File: config.mk
export PLATFORM = sky130hd
export DESIGN_NAME = micro_sequencer
export DESIGN_NICKNAME = d
export VERILOG_FILES = /design/src/rtl/micro_sequencer.sv
export SDC_FILE = /design/constraint.sdc
export NUM_CORES = 1
export LEC_CHECK = 0
export CAP_MARGIN = 20
export CORE_ASPECT_RATIO = 0.5
export CORE_MARGIN = 2
export CORE_UTILIZATION = 31
export CTS_CLUSTER_SIZE = 25
export DETAILED_ROUTE_END_ITERATION = 8
export PLACE_DENSITY_LB_ADDON = 0.15
export SLEW_MARGIN = 0
export SYNTH_ARGS = -nofsm -noshare
export SYNTH_HDL_FRONTEND = slang
export SYNTH_SLANG_ARGS = --single-unit
File: constraint.sdc
create_clock -name clock -period 1.2 [get_ports clock]
set_input_delay 0.24 -clock clock [delete_from_list [all_inputs] [get_ports clock]]
set_output_delay 0.24 -clock clock [all_outputs]
set_load 0.005 [all_outputs]
File: src/rtl/micro_sequencer.sv
// Microcode sequencer: computes the next micro-PC from the micro-branch type, opcode dispatch,
// memory busy and ALU zero. Optional performance counters are enabled by defining SEQ_PERF_CNT_EN.
module micro_sequencer #(
  parameter int UPC_W = 8
) (
  input  logic             clock,
  input  logic             reset,
  input  logic [2:0]       ubr,
  input  logic [UPC_W-1:0] utarget,
  input  logic [6:0]       opcode,
  input  logic             busy,
  input  logic             zero,
  output logic [UPC_W-1:0] upc,
  output logic             ustall,
  output logic             illegal,
  output logic             halted,
  output logic [31:0]      ucycles,
  output logic [31:0]      retired
);

  typedef enum logic [2:0] {
    BR_N  = 3'd0,
    BR_J  = 3'd1,
    BR_EZ = 3'd2,
    BR_NZ = 3'd3,
    BR_D  = 3'd4,
    BR_S  = 3'd5,
    BR_F  = 3'd6,
    BR_H  = 3'd7
  } ubr_t;

  ubr_t             br;
  logic [UPC_W-1:0] upc_inc;
  logic [UPC_W-1:0] upc_next;
  logic [UPC_W:0]   disp;
  logic             disp_miss;

  // Returns {unmapped, target}; unmapped opcodes land on the illegal-instruction handler at 0xF0.
  function automatic logic [UPC_W:0] dispatch(input logic [6:0] op);
    logic [UPC_W:0] r;
    r = {1'b0, UPC_W'(8'h00)};
    case (op)
      7'b0110011: r[UPC_W-1:0] = UPC_W'(8'h10);
      7'b0010011: r[UPC_W-1:0] = UPC_W'(8'h20);
      7'b0000011: r[UPC_W-1:0] = UPC_W'(8'h30);
      7'b0100011: r[UPC_W-1:0] = UPC_W'(8'h40);
      7'b1100011: r[UPC_W-1:0] = UPC_W'(8'h50);
      7'b1101111: r[UPC_W-1:0] = UPC_W'(8'h60);
      7'b1100111: r[UPC_W-1:0] = UPC_W'(8'h70);
      7'b0110111: r[UPC_W-1:0] = UPC_W'(8'h80);
      7'b0010111: r[UPC_W-1:0] = UPC_W'(8'h90);
      default:    r = {1'b1, UPC_W'(8'hF0)};
    endcase
    return r;
  endfunction

  assign br        = ubr_t'(ubr);
  assign upc_inc   = upc + UPC_W'(1);
  assign disp      = dispatch(opcode);
  assign disp_miss = disp[UPC_W];
  assign ustall    = (br == BR_S) && busy && !halted;

  always_comb begin
    upc_next = upc_inc;
    case (br)
      BR_N:    upc_next = upc_inc;
      BR_J:    upc_next = utarget;
      BR_EZ:   upc_next = zero ? utarget : upc_inc;
      BR_NZ:   upc_next = zero ? upc_inc : utarget;
      BR_D:    upc_next = disp[UPC_W-1:0];
      BR_S:    upc_next = busy ? upc : upc_inc;
      BR_F:    upc_next = '0;
      BR_H:    upc_next = upc;
      default: upc_next = upc_inc;
    endcase
  end

  // Once halted, every register holds until reset.
  always_ff @(posedge clock or negedge reset) begin
    if (!reset) begin
      upc     <= '0;
      illegal <= 1'b0;
      halted  <= 1'b0;
    end else if (!halted) begin
      upc <= upc_next;
      if (br == BR_D && disp_miss) illegal <= 1'b1;
      if (br == BR_H)              halted  <= 1'b1;
    end
  end

`ifdef SEQ_PERF_CNT_EN
  always_ff @(posedge clock or negedge reset) begin
    if (!reset) begin
      ucycles <= '0;
      retired <= '0;
    end else if (!halted) begin
      ucycles <= ucycles + 32'd1;
      if (br == BR_F) retired <= retired + 32'd1;
    end
  end
`else
  assign ucycles = '0;
  assign retired = '0;
`endif

endmodule

### After elaboration in Yosys (flattened, before gate mapping)

Index checks and enable logic that the tools add are counted.

* $add $sub $neg: 1
* bitwise logic cells: 2
* equality and inequality tests: 17
* multiplexer cells: 8
* reductions and logical operators: 8

Operators by type and width (number)
* $pmux W8 S9: 1
* $pmux W8 S7: 1
* $mux W8: 3
* $eq A7 B6 Y1 const B: 3
* $eq A7 B7 Y1 const B: 3
* $eq A7 B5 Y1 const B: 2
* $eq A3 B3 Y1 const B: 4
* $reduce_or A9 Y1: 1
* $add A8 B1 Y8 const B: 1
* $eq A7 B2 Y1 const B: 1
* $eq A3 B2 Y1 const B: 2
* $eq A3 B1 Y1 const B: 1
* $logic_and A1 B1 Y1: 3
* $logic_not A3 Y1: 1
* $mux W1: 3
* $reduce_and A3 Y1: 1
* $ne A2 B2 Y1 const B: 1
* $not A1 Y1: 2
* $reduce_and A2 Y1: 1
* $logic_not A1 Y1: 1

* logic and storage cells: 39
* output and inout bits: 75
* flip-flop bits (word level): 10
* bits of input ports: 22

### Longest topological paths before layout

Gate-level depths: netlist of the first run.

* depth after elaboration: 5
* gate-level depth with buffers: 6
* mapped depth without buffers: 5

### Least setup slack after synthesis of the first run

No wires, ideal clock.

* kind: register to register
* start: register halted
* end: register upc[5]
* data arrival time: 1.227 ns
* buffers on the path: 0
* required time: 1.110 ns
* period minus slack after synthesis: 1.317 ns
* setup slack: -0.117 ns
* stages on the path, launching flop included: 4
* path through: dfrtp_1 > o21bai_1 > or4_1 > o221ai_1

* cells in the longest elaborated chain, start to end: 2

Ends and longest elaborated chain
* from (decl): line 16 `output logic halted,`
* from (signal assigned): line 83 `halted <= 1'b0;`
* from (signal assigned): line 87 `if (br == BR_H) halted <= 1'b1;`
* $not A1 Y1 (no line)
* $reduce_and A3 Y1 (no line)
* to (signal assigned): line 85 `upc <= upc_next;`
* to (decl): line 13 `output logic [UPC_W-1:0] upc,`

Every way passes these cells.
A chain may end at the register's enable or synchronous reset.

### Final worst setup path of the first run

* start: register upc[1]
* end: register upc[4]

* cells in the longest elaborated chain, start to end: 3
* elaborated cells between the ends (all ways): 5
* classes of those cells: 1 x add/sub; 4 x mux

Ends and longest elaborated chain
* $add A8 B1 Y8 (*): line 58 `assign upc_inc = upc + UPC_W'(1);`
* $mux W8 (on tied branches): line 71, 68, 69
* $pmux W8 S7 (*): line 65 `case (br)`

Mark *: on every way between the ends. The rest lies on a longest branch, timed or not. The select of a mux whose other input is x is not followed.

==> impl_metrics.toml, run 1 <==
[critical_path]
critPathLaunchType = "flip-flop"
critPathCaptureType = "flip-flop"
critPathMaxFanout = 4
worstSetupPathType = "reg2reg"
cp.required_ns = 1.32
critPathArrivalTime_ns = 1.51

[die]
ios = 97
dieArea_sq_um = 4710
start_util = 0.326
die_h_um = 49.5
row_count = 16
die_w_um = 95.1
core_area_sq_um = 3940

[logic_synthesis]
ys_ff_latch = 10
netlist_instances = 156
yosysSeqAreaShare = 0.195
synth_edf_count = 0
ys.flop_type = "dfrtp_1"
syn_area_per_cell_sq_um = 8.24
synth_compound_area_frac = 0.237
synth_warnings = 0
synthDistinctLibCells = 41
synth-xor-area-share = 0.0273
synth_mux_area_frac = 0
synthSimpleGateAreaFrac = 0.128
synthArstFlopShare = 1.00
synth_fa_ha_area_frac = 0.00974
synth_top_family_by_area = "buffers and inverters"
syn_area_sq_um = 1280

[detailed_routing]
vias = 1217
drt_wl_total_um = 3300
wl_per_cell_um = 11.7
route.detailed.drc = 0
ant_nets = 0
drt_pass1_iterations = 4
via_per_inst = 4.32
dr.first_iter.drc_count = 52

[sta]
layout_worst_path_cycle_share = 1.16
hold-worst-slack_ns = 0.300
setup_tns_ns = -1.05
setup_ws_ns = -0.194
setup_viol = 10
rsz0062_at_grt = "yes"
slew_viol_final = 0
period_needed_ns = 1.39
clock.fmax_mhz = 717
fin_skew_ns = 0.00222
finalHoldViolCount = 0

[clock_tree]
h-tree-depth = 1
cts.hold.buffers_added = 0
clock_path_buffers = 2
cts-buffers-inserted = 3
cts_sinks = 10
clkLatencyLatePin_ns = 0.24
clk_pin_slew_ns = 0.05
cts_tree = "built"
cts-root-buf = "clkbuf_8"

[final_layout]
drive_above_1_share = 0.382
num_antenna_cells = 0
final_cell_mix = "conb_1 (64), buf_4 (27), buf_6 (16)"
final_cells = 282
final_common_cell = "conb_1"
final_nets = 252
syn_to_final_growth_pct = 55.9

[power_and_ir_drop]
p_per_area_nw_per_um2 = 1230
power_w = 0.00247
switchingPower_w = 0.000905
vdd_drop_max_v = 0.000472
clkPwrFrac = 0.175
sequentialPowerShare = 0.206
p_int_w = 0.00157
switching_share = 0.366
combPwrFrac = 0.619
leakage_nw = 0.920

[placed_design]
dp_cells = 263
io_buffers = 32
gp_congestion = 0.762
dp_hpwl_um = 2300

[job]
max-cap-violations = 0

[global_route]
grt_max_degree = 11
gr-usage-all-layers = 0.131
grt_pass1_wl_um = 4930
globalRouteOverflowTotal = 0
antenna_found_initial = 0
grt_pass1_vias = 1019

[run_status]
status = "finished with violations"
violations = "negative setup slack"

[worst_hold_path]
hold_path_class = "in2async"
cells by family (layout without fill, tap and decap cells):
kind of cell / Yosys count / count (layout)
AOI/OAI and AO/OA: 40 / 40
buffers and inverters: 71 / 80
and+or+nand+nor: 29 / 29
xor gates and xnor gates: 4 / 4
adders and majority gates: 1 / 1
other: 1 / 64
DFF: 10 / 10
power by group through the flow:
stage | Sequential [W] | Clock (W) | Combinational [W]
finish | 0.000508 | 0.000432 | 0.00153
global route | 0.000518 | 0.000460 | 0.00166
CTS | 0.000504 | 0.000444 | 0.00133
detailed placement | 0.000562 | 0 | 0.000933
global placement | 0.000571 | 0 | 0.000931
floorplan | 0.000567 | 0 | 0.000494
routing by layer:
| metal | vias up | routed length [um] | share of wire | track usage |
|---|---|---|---|---|
| li1 | 576 | - | - | - |
| met1 | 563 | 1440 | 0.44 | 0.172 |
| met2 | 76 | 1610 | 0.49 | 0.233 |
| met3 | 2 | 234 | 0.071 | 0.0214 |
| met4 | 0 | 21 | 0.0064 | 0.0169 |
| met5 | - | 0 | 0 | 0 |
path summary, 6_finish.rpt:
path	startpoint	to	slack [ns]	cells past startpoint
min reg2reg	illegal	illegal	0.47	2
min in group clock	ubr[2]	halted	0.41	3
max	upc[1]	upc[4]	-0.19	6
min	reset	halted	0.30	2
max in group asynchronous	reset	upc[2]	0.73	2
max reg2reg	upc[1]	upc[4]	-0.19	6
state kept, by name, summed over array words and instances, names as in the netlist:
signal   flops
illegal      1
upc          8
halted       1
through the flow:
stage	utilization	cell area [sq um]	worst slack, ns
finish	0.508	2000	-0.194
global route	0.508	2000	-0.263
CTS	0.481	1900	-0.189
detailed placement	0.412	1620	-0.663
global placement	0.412	1620	-0.628
floorplan	-	1550	-0.0557
cell usage after synthesis, drive strengths merged (2+ instances only):
library cell | number | share of area
xnor2 | 3 | 0.020
nand3 | 4 | 0.016
o21ai | 6 | 0.023
a21oi | 6 | 0.026
a211oi | 2 | 0.012
inv | 4 | 0.012
a2bb2oi | 2 | 0.014
nor2 | 8 | 0.023
dfrtp | 10 | 0.19
o2bb2ai | 7 | 0.048
buf | 66 | 0.39
nand2 | 4 | 0.012
nand3b | 2 | 0.012
a221oi | 5 | 0.034
nor4b | 2 | 0.014
o21bai | 3 | 0.018
area by class of cell:
type,instances,area [sq um]
Timing Repair Buffer,72,631
Multi-Input combinational cell,138,983
Clock buffer,4,55.1
Sequential cell,10,251
Tap cell,54,67.6
Fill cell,354,1940
Inverter,4,15.0
repair_timing:
action / CTS / global route
setup buffers: 13 / 4
setup endpoints to repair: 20 / 13
gates resized for setup: 79 / 21
pin swaps: 14 / 12
critical path, stage by stage, from the launching register on:
cell      delay, ns
dfrtp_1        0.37
buf_6          0.14
ha_4           0.17
nand3_4        0.09
xnor2_2        0.16
a221oi_2       0.25
a21oi_1        0.09
Note: power is estimated with default switching activity, not from simulation.
==> run 2: changes to the inputs <==
--- a/config.mk
+++ b/config.mk
@@ -5,10 +5,12 @@
 export SDC_FILE = /design/constraint.sdc
 export NUM_CORES = 1
 export LEC_CHECK = 0
+export ABC_AREA = 1
 export CAP_MARGIN = 20
 export CORE_ASPECT_RATIO = 0.5
 export CORE_MARGIN = 2
-export CORE_UTILIZATION = 31
+export CORE_UTILIZATION = 33
+export CTS_BUF_LIST = sky130_fd_sc_hd__clkbuf_2
 export CTS_CLUSTER_SIZE = 25
 export DETAILED_ROUTE_END_ITERATION = 8
 export PLACE_DENSITY_LB_ADDON = 0.15
==> run 2 against run 1 <==
The run still ends with negative setup slack left. Clock-buffer cell count fell by 1. Sequential cell count did not move. Synthesized cell count rose by 31%. Total power fell by 65%. Synthesized area rose by 8.7%. Via count rose by 15%. Largest cell class unchanged.
==> impl_metrics.toml, run 2 <==
[final_layout]
final_common_cell = "conb_1"
top_regs = "upc (8), halted (1), illegal (1)"
fillerInstances = 386
num_antenna_cells = 0
syn_to_final_growth_pct = 51.8
final_cell_mix = "conb_1 (64), buf_4 (37), nand2_1 (26)"
final_nets = 311
stdcell_area_sq_um = 2120
largest_reg_flops = 8
regMostFlops = "upc"
final_cells = 341
drive_above_1_share = 0.359

[logic_synthesis]
syn_area_sq_um = 1400
synthTopCellsByArea = "buf_4 (34%), dfrtp_1 (18%), nand2_1 (9.1%)"
synth_edf_count = 0
synthDistinctLibCells = 27
yosys.area.top_type = "buf_4"
synth.most_common_cell = "buf_4"
synth_top_area_share = 0.344
ys.flop_type = "dfrtp_1"
ys_ff_latch = 10
netlist_instances = 204
synth_common_cells = "buf_4 (64), nand2_1 (34), nand3_1 (16), inv_1 (15), nor2_1 (14)"
yosysSeqAreaShare = 0.179
syn_area_per_cell_sq_um = 6.84
synthArstFlopShare = 1.00
synth_warnings = 0

[clock_tree]
clkLatencyLatePin_ns = 0.28
clock_path_buffers = 2
h-tree-depth = 1
cts-buffers-inserted = 3
cts_sinks = 10
cts-root-buf = "clkbuf_2"
cts_tree = "built"
clk_pin_slew_ns = 0.14
cts.hold.buffers_added = 0

[detailed_routing]
dr.first_iter.drc_count = 23
route.detailed.drc = 0
vias = 1403
drt_wl_total_um = 3420
wl_per_cell_um = 10.0
drt_pass1_iterations = 4
via_per_inst = 4.11
ant_nets = 0

[worst_hold_path]
hold_path_class = "in2async"

[sta]
finalHoldViolCount = 0
hold-worst-slack_ns = 0.234
period_needed_ns = 1.30
layout_worst_path_cycle_share = 1.08
fin_skew_ns = 0.0271
rsz0062_at_grt = "yes"
slew_viol_final = 0
setup_viol = 7
setup_ws_ns = -0.101
clock.fmax_mhz = 769

[power_and_ir_drop]
leakage_nw = 1.11
vdd_drop_max_v = 0.000214
p_per_area_nw_per_um2 = 412

[global_route]
busiest_layer = "met2"
grt_util_met1 = 0.186
grt_pass1_vias = 1218
antenna_found_initial = 0
grt_max_degree = 11
gr-usage-all-layers = 0.138
globalRouteOverflowTotal = 0
met2_usage = 0.234
grt_pass1_wl_um = 5270
use_met3 = 0.0229

[placed_design]
dp_hpwl_um = 2450
dpl_worst_slack_ns = -0.581
io_buffers = 32
place_area_sq_um = 1750
dp_cells = 316
gp_congestion = 0.779

[die]
core_area_sq_um = 3980
start_util = 0.351
ios = 97
die_w_um = 96.0
dieArea_sq_um = 4800
row_count = 16
die_h_um = 50.0

[critical_path]
crit_chain = "buf_6 > nand2_4 > nor2_4 > nand3_2 > xor2_1 > o21ai_1 > nor2_1 > nor2_1"
worstSetupPathType = "reg2reg"
path_delay_family = "flip-flops"
critPathLaunchType = "flip-flop"
cp.required_ns = 1.39
critPathCaptureType = "flip-flop"
cp_slowest_stage_delay_ns = 0.41
cpMostUsedCell = "nor2_1"
cp.buffers_inverters = 1
worstRegToRegCells = 8
critPathArrivalTime_ns = 1.49
crit_slowest_cell = "dfrtp_1"
cp.depth = 8
critPathMaxFanout = 2

[run_status]
status = "finished with violations"
violations = "negative setup slack"

[job]
max-cap-violations = 0
## run 2: changes by cell type in the layout (fill, tap and decap cells not counted), moves of 5 or more
cell and change:
buf_6 -5, nand3_1 +11, nand2_2 +7, nor2_2 +5, nand2_1 +24, buf_4 +10
inv_1 +8, o2bb2ai_1 -5, clkdlybuf4s15_1 +6, clkbuf_2 +6
## run 2: logic make-up (layout without fill, tap and decap cells)
logic type / Yosys count / in the layout / share of synthesized area
and+or+nand+nor: 84 / 84 / 0.306
buffers and inverters: 84 / 104 / 0.398
AOI/OAI and AO/OA: 20 / 20 / 0.0798
DFF: 10 / 10 / 0.179
xor gates and xnor gates: 4 / 4 / 0.0251
adders and majority gates: 1 / 1 / 0.00896
other: 1 / 64 / 0.00269
## run 2: final timing paths
kind	from	end	slack, ns
max	upc[3]	upc[7]	-0.10
min	reset	upc[5]	0.23
max reg2reg	upc[3]	upc[7]	-0.10
min reg2reg	illegal	illegal	0.49
max in group asynchronous	reset	upc[7]	0.78
min in group clock	ubr[2]	halted	0.31
## run 2: layout make-up
cell class                 count  area (sq um)  share of cell area
sequential                    10           250               0.118
multi-input combinational    173           990               0.467
tap                           54          67.6              0.0319
timing repair buffer          80           698               0.329
clock buffer                   3          15.0             0.00708
clock inverter                 1          3.75             0.00177
inverter                      20          95.1              0.0449
## run 2: per-layer routing
layer  share of wire  wire, um
met5               0         0
met1            0.43      1490
met4          0.0050        17
met2            0.49      1670
met3           0.073       249
## run 2: worst reg2reg max path: stages, from the launching register on
cell     delay, ns
dfrtp_1       0.41
buf_6         0.13
nand2_4       0.06
nor2_4        0.12
nand3_2       0.09
xor2_1        0.15
o21ai_1       0.11
nor2_1        0.05
nor2_1        0.08
## run 2: power by group
part / switching (W) / leakage [nW] / internal (W)
Sequential: 0 / 0.124 / 0.000337
Clock: 0.000138 / 0.0140 / 0.0000724
Combinational: 0.000185 / 0.977 / 0.000140
## run 2: repair_timing
| item | CTS | global route |
|---|---|---|
| pin swaps | 13 | 9 |
| resized for setup | 65 | 32 |
| setup buffers | 14 | 7 |
| setup endpoints to repair | 20 | 18 |
## run 2: stage by stage
| stage | utilization | power [W] | setup TNS, ns |
|---|---|---|---|
| 2_1_floorplan | - | 0.000629 | 0 |
| 3_3_place_gp | 0.439 | 0.000628 | -4.85 |
| 3_5_place_dp | 0.439 | 0.000629 | -4.99 |
| 4_1_cts | 0.496 | 0.000849 | -0.192 |
| 5_1_grt | 0.532 | 0.000926 | -1.14 |
| 6_report | 0.532 | 0.000873 | -0.410 |
==> run 3: changes to the inputs <==
--- a/config.mk
+++ b/config.mk
@@ -7,12 +7,15 @@
 export LEC_CHECK = 0
 export ABC_AREA = 1
 export CAP_MARGIN = 20
+export CELL_PAD_IN_SITES_DETAIL_PLACEMENT = 1
+export CELL_PAD_IN_SITES_GLOBAL_PLACEMENT = 1
 export CORE_ASPECT_RATIO = 0.5
 export CORE_MARGIN = 2
-export CORE_UTILIZATION = 33
+export CORE_UTILIZATION = 24
 export CTS_BUF_LIST = sky130_fd_sc_hd__clkbuf_2
 export CTS_CLUSTER_SIZE = 25
 export DETAILED_ROUTE_END_ITERATION = 8
+export MAX_ROUTING_LAYER = met4
 export PLACE_DENSITY_LB_ADDON = 0.15
 export SLEW_MARGIN = 0
 export SYNTH_ARGS = -nofsm -noshare
==> constraint.sdc (replaced) <==
create_clock -name clock -period 1.3 [get_ports clock]
set_input_delay 0.26 -clock clock [delete_from_list [all_inputs] [get_ports clock]]
set_output_delay 0.26 -clock clock [all_outputs]
set_load 0.005 [all_outputs]
==> run 3 against run 2 <==
The run still ends with negative setup slack left. Sequential cell count unchanged. Critical path depth up 1. Clock-buffer cell count unchanged. Maximum frequency fell by 0.37%. Routed wire length rose by 7.3%. Total power down 9.6%. Largest power group unchanged.
==> impl_metrics.toml, run 3 (synthesis results as in run 2) <==
[run_status]
status = "finished with violations"
violations = "negative setup slack"

[die]
dieArea_sq_um = 6480
die_h_um = 57.9
start_util = 0.252
die_w_um = 112
ios = 97
row_count = 19
core_area_sq_um = 5540

[clock_tree]
clock_path_buffers = 2
cts-root-buf = "clkbuf_2"
h-tree-depth = 1
clkLatencyLatePin_ns = 0.26
cts.hold.buffers_added = 0
clk_pin_slew_ns = 0.11
cts_tree = "built"
cts-buffers-inserted = 3
cts_sinks = 10

[critical_path]
cp.required_ns = 1.46
crit_slowest_cell = "dfrtp_1"
cp.buffers_inverters = 1
critPathLaunchType = "flip-flop"
worstRegToRegCells = 9
crit_chain = "buf_6 > ha_4 > nand2_1 > nor3_2 > nand2_1 > nand2_1 > nand2_1 > o21ai_1 > a21oi_1"
worstSetupPathType = "reg2reg"
cp.depth = 9
critPathArrivalTime_ns = 1.47
critPathMaxFanout = 3
path_delay_family = "simple AND/OR/NAND/NOR gates"
cpMostUsedCell = "nand2_1"
critPathCaptureType = "flip-flop"
cp_slowest_stage_delay_ns = 0.39

[sta]
rsz0062_at_grt = "yes"
clock.fmax_mhz = 766
layout_worst_path_cycle_share = 1.00
slew_viol_final = 0
setup_viol = 1
setup_tns_ns = -0.00573
fin_skew_ns = 0.00522
period_needed_ns = 1.31
hold-worst-slack_ns = 0.271
finalHoldViolCount = 0
setup_ws_ns = -0.00573

[final_layout]
top_regs = "upc (8), halted (1), illegal (1)"
final_cells = 355
fillerInstances = 748
final_cell_mix = "conb_1 (64), buf_4 (38), nand2_1 (30)"
regMostFlops = "upc"
stdcell_area_sq_um = 2000
largest_reg_flops = 8
final_nets = 306
drive_above_1_share = 0.316
syn_to_final_growth_pct = 43.5
num_antenna_cells = 0
final_common_cell = "conb_1"

[global_route]
grt_pass1_wl_um = 6040
globalRouteOverflowTotal = 0
grt_max_degree = 11
grt_pass1_vias = 1363
gr-usage-all-layers = 0.119
antenna_found_initial = 0

[placed_design]
gp_congestion = 0.768
place_area_sq_um = 1790
io_buffers = 32
dp_hpwl_um = 3040
dp_cells = 338

[detailed_routing]
dr.first_iter.drc_count = 31
ant_nets = 0
route.detailed.drc = 0
drt_wl_total_um = 3670
wl_per_cell_um = 10.3
drt_pass1_iterations = 4
vias = 1388
via_per_inst = 3.91

[power_and_ir_drop]
power_w = 0.000789
vdd_drop_max_v = 0.000168
p_per_area_nw_per_um2 = 394
leakage_nw = 1.08

[job]
max-cap-violations = 0

[worst_hold_path]
hold_path_class = "in2async"
## run 3: worst reg2reg max path: cells and delay by family, from the launching register on
kind / cells / cell delay, ns
and+or+nand+nor: 5 / 0.42
DFF: 1 / 0.39
AOI/OAI and AO/OA: 2 / 0.15
buffers and inverters: 1 / 0.13
adders and majority gates: 1 / 0.14
## run 3: timing repair
action                                 in CTS  in global routing
pin swaps                                  11                 11
buffers inserted                           11                  2
gates resized for setup                    46                 21
endpoints found under the hold margin       0                  0
setup endpoints to repair                  20                 12
## run 3: layer usage
| layer | global-route usage | wire (um) |
|---|---|---|
| met1 | 0.140 | 1540 |
| met2 | 0.214 | 1790 |
| met3 | 0.00941 | 257 |
| met4 | 0.0511 | 85 |
| met5 | - | 0 |
## run 3: per-stage QoR
step                      setup WS [ns]  utilization
after floorplan                  0.0342            -
after global placement           -0.532        0.323
after detailed placement         -0.566        0.323
after CTS                        -0.104        0.352
after global routing            -0.0928        0.362
final                          -0.00573        0.362
## run 3: cell type report
| class | count | area, sq um | share of cell area |
|---|---|---|---|
| Clock inverter | 1 | 3.75 | 0.00187 |
| Tap cell | 73 | 91.3 | 0.0456 |
| Clock buffer | 3 | 15.0 | 0.00750 |
| Inverter | 20 | 77.6 | 0.0387 |
| Multi-Input combinational cell | 173 | 933 | 0.466 |
| Timing Repair Buffer | 75 | 632 | 0.315 |
| Sequential cell | 10 | 250 | 0.125 |
## run 3: power by group
group          switching, W  internal (W)
Combinational      0.000170      0.000122
Sequential                0      0.000311
Clock              0.000119     0.0000668
Total              0.000289      0.000500
## run 3: path summary, 6_finish.rpt
path                       slack (ns)  endpoint  startpoint
min in group clock               0.48   illegal     illegal
max reg2reg                    -0.006    upc[6]      upc[0]
min                              0.27    upc[0]       reset
max                            -0.006    upc[6]      upc[0]
max in group asynchronous        0.88    upc[7]       reset
min reg2reg                      0.48   illegal     illegal
